==> src/rtl/trace_capture_if.sv <==
// trace_capture_if: commit-side inputs and drain-side outputs of the trace recorder
interface trace_capture_if #(
  parameter int XLEN = 32,
  parameter int SEQW = 16
);
  logic            commit_valid;
  logic [XLEN-1:0] commit_pc;
  logic [31:0]     commit_instr;
  logic            rf_we;
  logic [4:0]      rf_waddr;
  logic [XLEN-1:0] rf_wdata;
  logic            out_valid;
  logic            out_ready;
  logic [SEQW-1:0] out_seq;
  logic [XLEN-1:0] out_pc;
  logic [31:0]     out_instr;
  logic            out_we;
  logic [4:0]      out_waddr;
  logic [XLEN-1:0] out_wdata;
  modport master (
    output commit_valid, commit_pc, commit_instr, rf_we, rf_waddr, rf_wdata, out_ready,
    input  out_valid, out_seq, out_pc, out_instr, out_we, out_waddr, out_wdata
  );
  modport slave (
    input  commit_valid, commit_pc, commit_instr, rf_we, rf_waddr, rf_wdata, out_ready,
    output out_valid, out_seq, out_pc, out_instr, out_we, out_waddr, out_wdata
  );
endinterface

==> src/rtl/trace_capture.sv <==
// trace_capture: commit-trace recorder with sequence stamps, halt detection and a drain FIFO
module trace_capture #(
  parameter int XLEN        = 32,
  parameter int DEPTH       = 16,
  parameter int MODE        = 0,
  parameter int HALT_REPEAT = 4,
  parameter int SEQW        = 16,
  localparam int AW = $clog2(DEPTH),
  localparam int RW = $clog2(HALT_REPEAT + 1)
) (
  input  logic               clk,
  input  logic               rstn,
  input  logic               arm,
  input  logic               clear,
  input  logic               stop_en,
  input  logic [XLEN-1:0]    stop_pc,
  trace_capture_if.slave     tr,
  output logic [AW:0]        count,
  output logic [15:0]        drop_cnt,
  output logic               capturing,
  output logic               halted,
  output logic               done
);
  typedef enum logic [1:0] {IDLE, CAPTURE, HALTED, DONE} state_t;
  typedef struct packed {
    logic [SEQW-1:0] seq;
    logic [XLEN-1:0] pc;
    logic [31:0]     instr;
    logic            we;
    logic [4:0]      waddr;
    logic [XLEN-1:0] wdata;
  } entry_t;
  entry_t          mem [DEPTH];
  entry_t          head;
  state_t          state_q, state_d;
  logic [AW-1:0]   wr_q, wr_d, rd_q, rd_d;
  logic [AW:0]     count_q, count_d;
  logic [15:0]     drop_q, drop_d;
  logic [SEQW-1:0] seq_q, seq_d;
  logic [RW-1:0]   rep_q, rep_d, rep_n;
  logic [XLEN-1:0] prev_q, prev_d;
  logic            cap, rec, pop, push, halt;
  // next-state for control FSM, FIFO pointers, sequence, repeat and drop counters
  always_comb begin
    cap = tr.commit_valid && state_q == CAPTURE;
    rec = cap && (MODE == 0 || (tr.rf_we && tr.rf_waddr != 5'd0));
    pop = tr.out_valid && tr.out_ready;
    push = rec && (count_q != (AW+1)'(DEPTH) || pop);
    rep_n = (rep_q != '0 && tr.commit_pc == prev_q) ? rep_q + 1'b1 : RW'(1);
    halt = (stop_en && tr.commit_pc == stop_pc) || rep_n >= RW'(HALT_REPEAT);
    state_d = clear ? IDLE
            : ((state_q == IDLE || state_q == DONE) && arm) ? CAPTURE
            : (cap && halt) ? HALTED
            : (state_q == HALTED && count_q == '0) ? DONE
            : state_q;
    rep_d = (clear || (state_q != CAPTURE && state_d == CAPTURE)) ? '0 : cap ? rep_n : rep_q;
    prev_d = cap ? tr.commit_pc : prev_q;
    seq_d = clear ? '0 : cap ? seq_q + 1'b1 : seq_q;
    drop_d = clear ? '0 : (rec && !push && drop_q != 16'hFFFF) ? drop_q + 16'd1 : drop_q;
    wr_d = clear ? '0 : push ? wr_q + 1'b1 : wr_q;
    rd_d = clear ? '0 : pop ? rd_q + 1'b1 : rd_q;
    count_d = clear ? '0 : count_q + (AW+1)'(push) - (AW+1)'(pop);
  end
  // state and counter registers
  always_ff @(posedge clk) begin
    if (rstn) begin
      state_q <= IDLE;
      wr_q    <= '0;
      rd_q    <= '0;
      count_q <= '0;
      drop_q  <= '0;
      seq_q   <= '0;
      rep_q   <= '0;
      prev_q  <= '0;
    end else begin
      state_q <= state_d;
      wr_q    <= wr_d;
      rd_q    <= rd_d;
      count_q <= count_d;
      drop_q  <= drop_d;
      seq_q   <= seq_d;
      rep_q   <= rep_d;
      prev_q  <= prev_d;
    end
  end
  // FIFO storage; stale contents are masked at the head by out_valid
  always_ff @(posedge clk) begin
    if (push) mem[wr_q] <= '{seq_q, tr.commit_pc, tr.commit_instr, tr.rf_we, tr.rf_waddr, tr.rf_wdata};
  end
  assign head         = tr.out_valid ? mem[rd_q] : '0;
  assign tr.out_valid = count_q != '0;
  assign tr.out_seq   = head.seq;
  assign tr.out_pc    = head.pc;
  assign tr.out_instr = head.instr;
  assign tr.out_we    = head.we;
  assign tr.out_waddr = head.waddr;
  assign tr.out_wdata = head.wdata;
  assign count        = count_q;
  assign drop_cnt     = drop_q;
  assign capturing    = state_q == CAPTURE;
  assign halted       = state_q == HALTED || state_q == DONE;
  assign done         = state_q == DONE;
endmodule

==> src/flat_wrapper.sv <==
// flat-port wrapper written by rule: the top's interface ports become plain ports
module trace_capture_flat 
#(
  parameter int XLEN        = 32,
  parameter int DEPTH       = 16,
  parameter int MODE        = 0,
  parameter int HALT_REPEAT = 4,
  parameter int SEQW        = 16,
  localparam int AW = $clog2(DEPTH),
  localparam int RW = $clog2(HALT_REPEAT + 1)
)
  (clk, rstn, arm, clear, stop_en, stop_pc, count, drop_cnt, capturing, halted, done, tr_commit_valid, tr_commit_pc, tr_commit_instr, tr_rf_we, tr_rf_waddr, tr_rf_wdata, tr_out_ready, tr_out_valid, tr_out_seq, tr_out_pc, tr_out_instr, tr_out_we, tr_out_waddr, tr_out_wdata);
  trace_capture_if #(.XLEN(XLEN), .SEQW(SEQW)) tr_i ();
  input  logic clk;
  input  logic rstn;
  input  logic arm;
  input  logic clear;
  input  logic stop_en;
  input  logic [XLEN-1:0] stop_pc;
  output logic [AW:0] count;
  output logic [15:0] drop_cnt;
  output logic capturing;
  output logic halted;
  output logic done;
  input wire logic [$bits(tr_i.commit_valid)-1:0] tr_commit_valid;
  input wire logic [$bits(tr_i.commit_pc)-1:0] tr_commit_pc;
  input wire logic [$bits(tr_i.commit_instr)-1:0] tr_commit_instr;
  input wire logic [$bits(tr_i.rf_we)-1:0] tr_rf_we;
  input wire logic [$bits(tr_i.rf_waddr)-1:0] tr_rf_waddr;
  input wire logic [$bits(tr_i.rf_wdata)-1:0] tr_rf_wdata;
  input wire logic [$bits(tr_i.out_ready)-1:0] tr_out_ready;
  output wire logic [$bits(tr_i.out_valid)-1:0] tr_out_valid;
  output wire logic [$bits(tr_i.out_seq)-1:0] tr_out_seq;
  output wire logic [$bits(tr_i.out_pc)-1:0] tr_out_pc;
  output wire logic [$bits(tr_i.out_instr)-1:0] tr_out_instr;
  output wire logic [$bits(tr_i.out_we)-1:0] tr_out_we;
  output wire logic [$bits(tr_i.out_waddr)-1:0] tr_out_waddr;
  output wire logic [$bits(tr_i.out_wdata)-1:0] tr_out_wdata;
  assign tr_i.commit_valid = tr_commit_valid;
  assign tr_i.commit_pc = tr_commit_pc;
  assign tr_i.commit_instr = tr_commit_instr;
  assign tr_i.rf_we = tr_rf_we;
  assign tr_i.rf_waddr = tr_rf_waddr;
  assign tr_i.rf_wdata = tr_rf_wdata;
  assign tr_i.out_ready = tr_out_ready;
  assign tr_out_valid = tr_i.out_valid;
  assign tr_out_seq = tr_i.out_seq;
  assign tr_out_pc = tr_i.out_pc;
  assign tr_out_instr = tr_i.out_instr;
  assign tr_out_we = tr_i.out_we;
  assign tr_out_waddr = tr_i.out_waddr;
  assign tr_out_wdata = tr_i.out_wdata;
  trace_capture #(.XLEN(XLEN), .DEPTH(DEPTH), .MODE(MODE), .HALT_REPEAT(HALT_REPEAT), .SEQW(SEQW)) u_core (.clk(clk), .rstn(rstn), .arm(arm), .clear(clear), .stop_en(stop_en), .stop_pc(stop_pc), .tr(tr_i), .count(count), .drop_cnt(drop_cnt), .capturing(capturing), .halted(halted), .done(done));
endmodule
==> config.mk <==
export PLATFORM = sky130hd
export DESIGN_NAME = trace_capture_flat
export DESIGN_NICKNAME = d
export VERILOG_FILES = /design/src/rtl/trace_capture_if.sv /design/src/rtl/trace_capture.sv /design/src/flat_wrapper.sv
export SDC_FILE = /design/constraint.sdc
export NUM_CORES = 2
export LEC_CHECK = 0
export CAP_MARGIN = 0
export CORE_UTILIZATION = 35
export CTS_CLUSTER_SIZE = 24
export DETAILED_ROUTE_END_ITERATION = 10
export SETUP_SLACK_MARGIN = 0.02
export SYNTH_ARGS = -nofsm -noshare
export SYNTH_HDL_FRONTEND = slang
export SYNTH_SLANG_ARGS = --single-unit
==> constraint.sdc <==
create_clock -name clk -period 19.8 [get_ports clk]
set_clock_uncertainty 0.05 [all_clocks]
set_input_delay 1.98 -clock clk [delete_from_list [all_inputs] [get_ports clk]]
set_output_delay 1.98 -clock clk [all_outputs]
set_load 0.005 [all_outputs]
==> results.cfg <==
[status]
status = complete, no violations

[critical_path]
r2r-start = u_core.state_q[1]$_SDFF_PP0_
worstPathArrival_ns = 6.75
endpoint_kind = output port
cp-start-kind = register
r2r_end = u_core.mem[0][55]$_DFFE_PP_
cp.required_ns = 17.77
cp_top_family = buffers and inverters
crit_fanout = 99
crit_chain = buf_12 > buf_4 > buf_4 > buf_4 > mux4_2 > mux4_2 > and2_1 > clkdlybuf4s50_1
slowest_delay_ns = 0.95
crit_buf_inv = 5
slowest_stage = buf_4
r2r_cells = 10
crit_type = reg -> out
r2r_slack_ns = 15.54
path_common_cell = buf_4

[clock_network]
postCtsSetupBuffers = 0
h-tree-depth = 4
post_cts_resized = 0
clk_latency_ns = 0.87
cts.root.buffer_cell = clkbuf_16
ctsHoldBuffers = 0
clock_path_buffers = 3
clk_pin_slew_worst_paths_ns = 0.06
cts_tree = built
cts_buffers = 205
clock_sinks = 1974

[route]
wl_met3_um = 10360
dr.pass1.iters = 7
vias_per_cell = 5.250
finalWirelength_um = 183300
wl_per_cell_um = 27.40
vias = 35125
routed.top_layer = met5
drt.antenna.violating_nets = 0
drtIter0Drc = 3284
wl_met1_um = 80860
wl_met2_um = 89140
drc = 0

[timing]
timing.final.crit_share_pct = 44.36
finalHoldViolations = 0
final.min_clock_period_ns = 8.783
maxSlewViolCount = 0
max-slew-margin-rel_pct = 22.91
rsz0062_at_grt = no
fmax_mhz = 113.9
tightest_slew_ns = 1.156
finalSetupViolCount = 0
timing.final.ws_setup_ns = 11.02
setup_tns_ns = 0

[cells_and_area]
drive_gt1_share_pct = 25.44
syn_to_final_growth_pct = 17.19
final_cell_mix = edfxtp_1, mux4_2, clkdlybuf4s50_1
final_common_cell = edfxtp_1
num-nets-final = 3841

[yosys]
synth_edf_count = 1888
synth_warnings = 0
synth_xor_area_share_pct = 1.120
ys_ff_latch = 1974
synth-compound-area-share_pct = 0.4505
synth.avg_cell_area_um2 = 23.10
synth_cells = 3283
synthSimpleGateAreaFrac_pct = 2.394
synthAdderAreaFrac_pct = 0.3234
synthFlopType = edfxtp_1
synth_fp_nets = 3443
synthArstFlopShare_pct = 0
synth_mux_area_share_pct = 17.58
synthesis.area_um2 = 75830
synth_top_family_by_area = multiplexers
synth_seq_area_share_pct = 77.04
yosysUniqueCellTypes = 37

[worst_hold_path]
holdPathEnd = u_core.prev_q[23]$_SDFFE_PP0P_
hold_path_depth = 2
hold_path.class = reg -> reg
holdCritStartpoint = u_core.prev_q[23]$_SDFFE_PP0P_

[global_route]
grt-ovfl-total = 0
grt.total_usage_pct = 16.81
grt_pass1_wl_um = 263200
antenna_found_initial = 16
grt_pass1_vias = 37112
grt_max_degree = 100

[placement]
hpwl_um = 88430
routabilityCongestion = 0.6986
io_buffer_count = 283
dp_slack_ns = 11.55

[die]
die_area_um2 = 218500
core_um2 = 215000
rows = 170
die_y_um = 467.5
start_util_pct = 35.26
io_pins = 284
die_w_um = 467.5

[power]
peakVddDrop_v = 0.0001113
leakage_nw = 26.73
power_density_nw_per_um2 = 107.1

[flow_run]
max-cap-violations = 0
## cell type report
class | count | area (µm²)
timing repair buffer | 357 | 3501
sequential | 1974 | 58430
tap | 2838 | 3551
fill | 18556 | 126200
clock buffer | 249 | 5366
multi-input combinational | 1125 | 16690
clock inverter | 125 | 1232
inverter | 18 | 72.57
antenna | 5 | 12.51
## tightest hold or removal path, delay by kind of cell (launching register included)
kind / cells / cell delay, ns
AND/OR/NAND/NOR: 1 / 0.05
flip-flops: 1 / 0.31
AO/OA/AOI/OAI: 1 / 0.05
## kinds of logic after synthesis
group | count (synthesis)
XOR/XNOR | 97
adder cells (fa/ha/maj) | 19
multiplexers | 594
AND/OR/NAND/NOR | 354
flip-flops | 1974
buffers and inverters | 184
AO/OA/AOI/OAI | 61
## through the flow
stage	std cells	total power, mW	hold WS (ns)	util [%]	area, µm²
2_1_floorplan	3283	5.239	0.3981	-	75830
4_1_cts	6686	9.652	0.4168	41.31	88850
5_1_grt	6687	9.863	0.4303	41.32	88850
3_5_place_dp	6312	5.882	0.4084	38.25	82250
3_3_place_gp	6312	5.878	0.4042	38.25	82250
6_report	6691	9.516	0.4168	41.32	88860
## flip-flops by register name, summed over array words and instances (netlist names), 3 cells and up, named ones only
| name | cells |
|---|---|
| u_core.count | 5 |
| u_core.drop_cnt | 16 |
| u_core.wr_q | 4 |
| u_core.mem | 1888 |
| u_core.rd_q | 4 |
| u_core.rep_q | 3 |
| u_core.seq_q | 16 |
| u_core.prev_q | 32 |
## cells in the mapped netlist, drive strengths merged (42+ instances only)
master | number | share of area (%)
dfxtp | 86 | 2.3
xor2 | 55 | 0.64
mux4 | 590 | 18
a21oi | 44 | 0.29
buf | 82 | 0.59
xnor2 | 42 | 0.49
nor2 | 63 | 0.31
edfxtp | 1888 | 75
and2 | 123 | 1.0
clkbuf | 84 | 0.42
nand2 | 92 | 0.46
## where the power goes
part	total [mW]	internal [mW]	switching (mW)
clock	3.76	2.15	1.61
sequential	4.59	4.57	0.0159
combinational	1.16	0.586	0.574
## per-layer routing
metal  vias up  GRT usage (%)
met5         -              0
met4         4          3.579
met3       225          3.072
met2      1030          27.35
met1     19269          23.58
li1      14597              -
## worst max-delay path by stage
stage | from | end | slack [ns] | cells past startpoint
floorplan | tr_commit_valid | u_core.mem[3][0]$_DFFE_PP_ | 8.17 | 5
global placement | register | tr_out_wdata[26] | 11.57 | 8
detailed placement | register | tr_out_wdata[26] | 11.55 | 8
CTS | register | tr_out_wdata[26] | 10.65 | 8
global route | register | tr_out_wdata[29] | 10.31 | 8
finish | register | tr_out_wdata[26] | 11.02 | 8
Power figures use the tool's default switching activity.
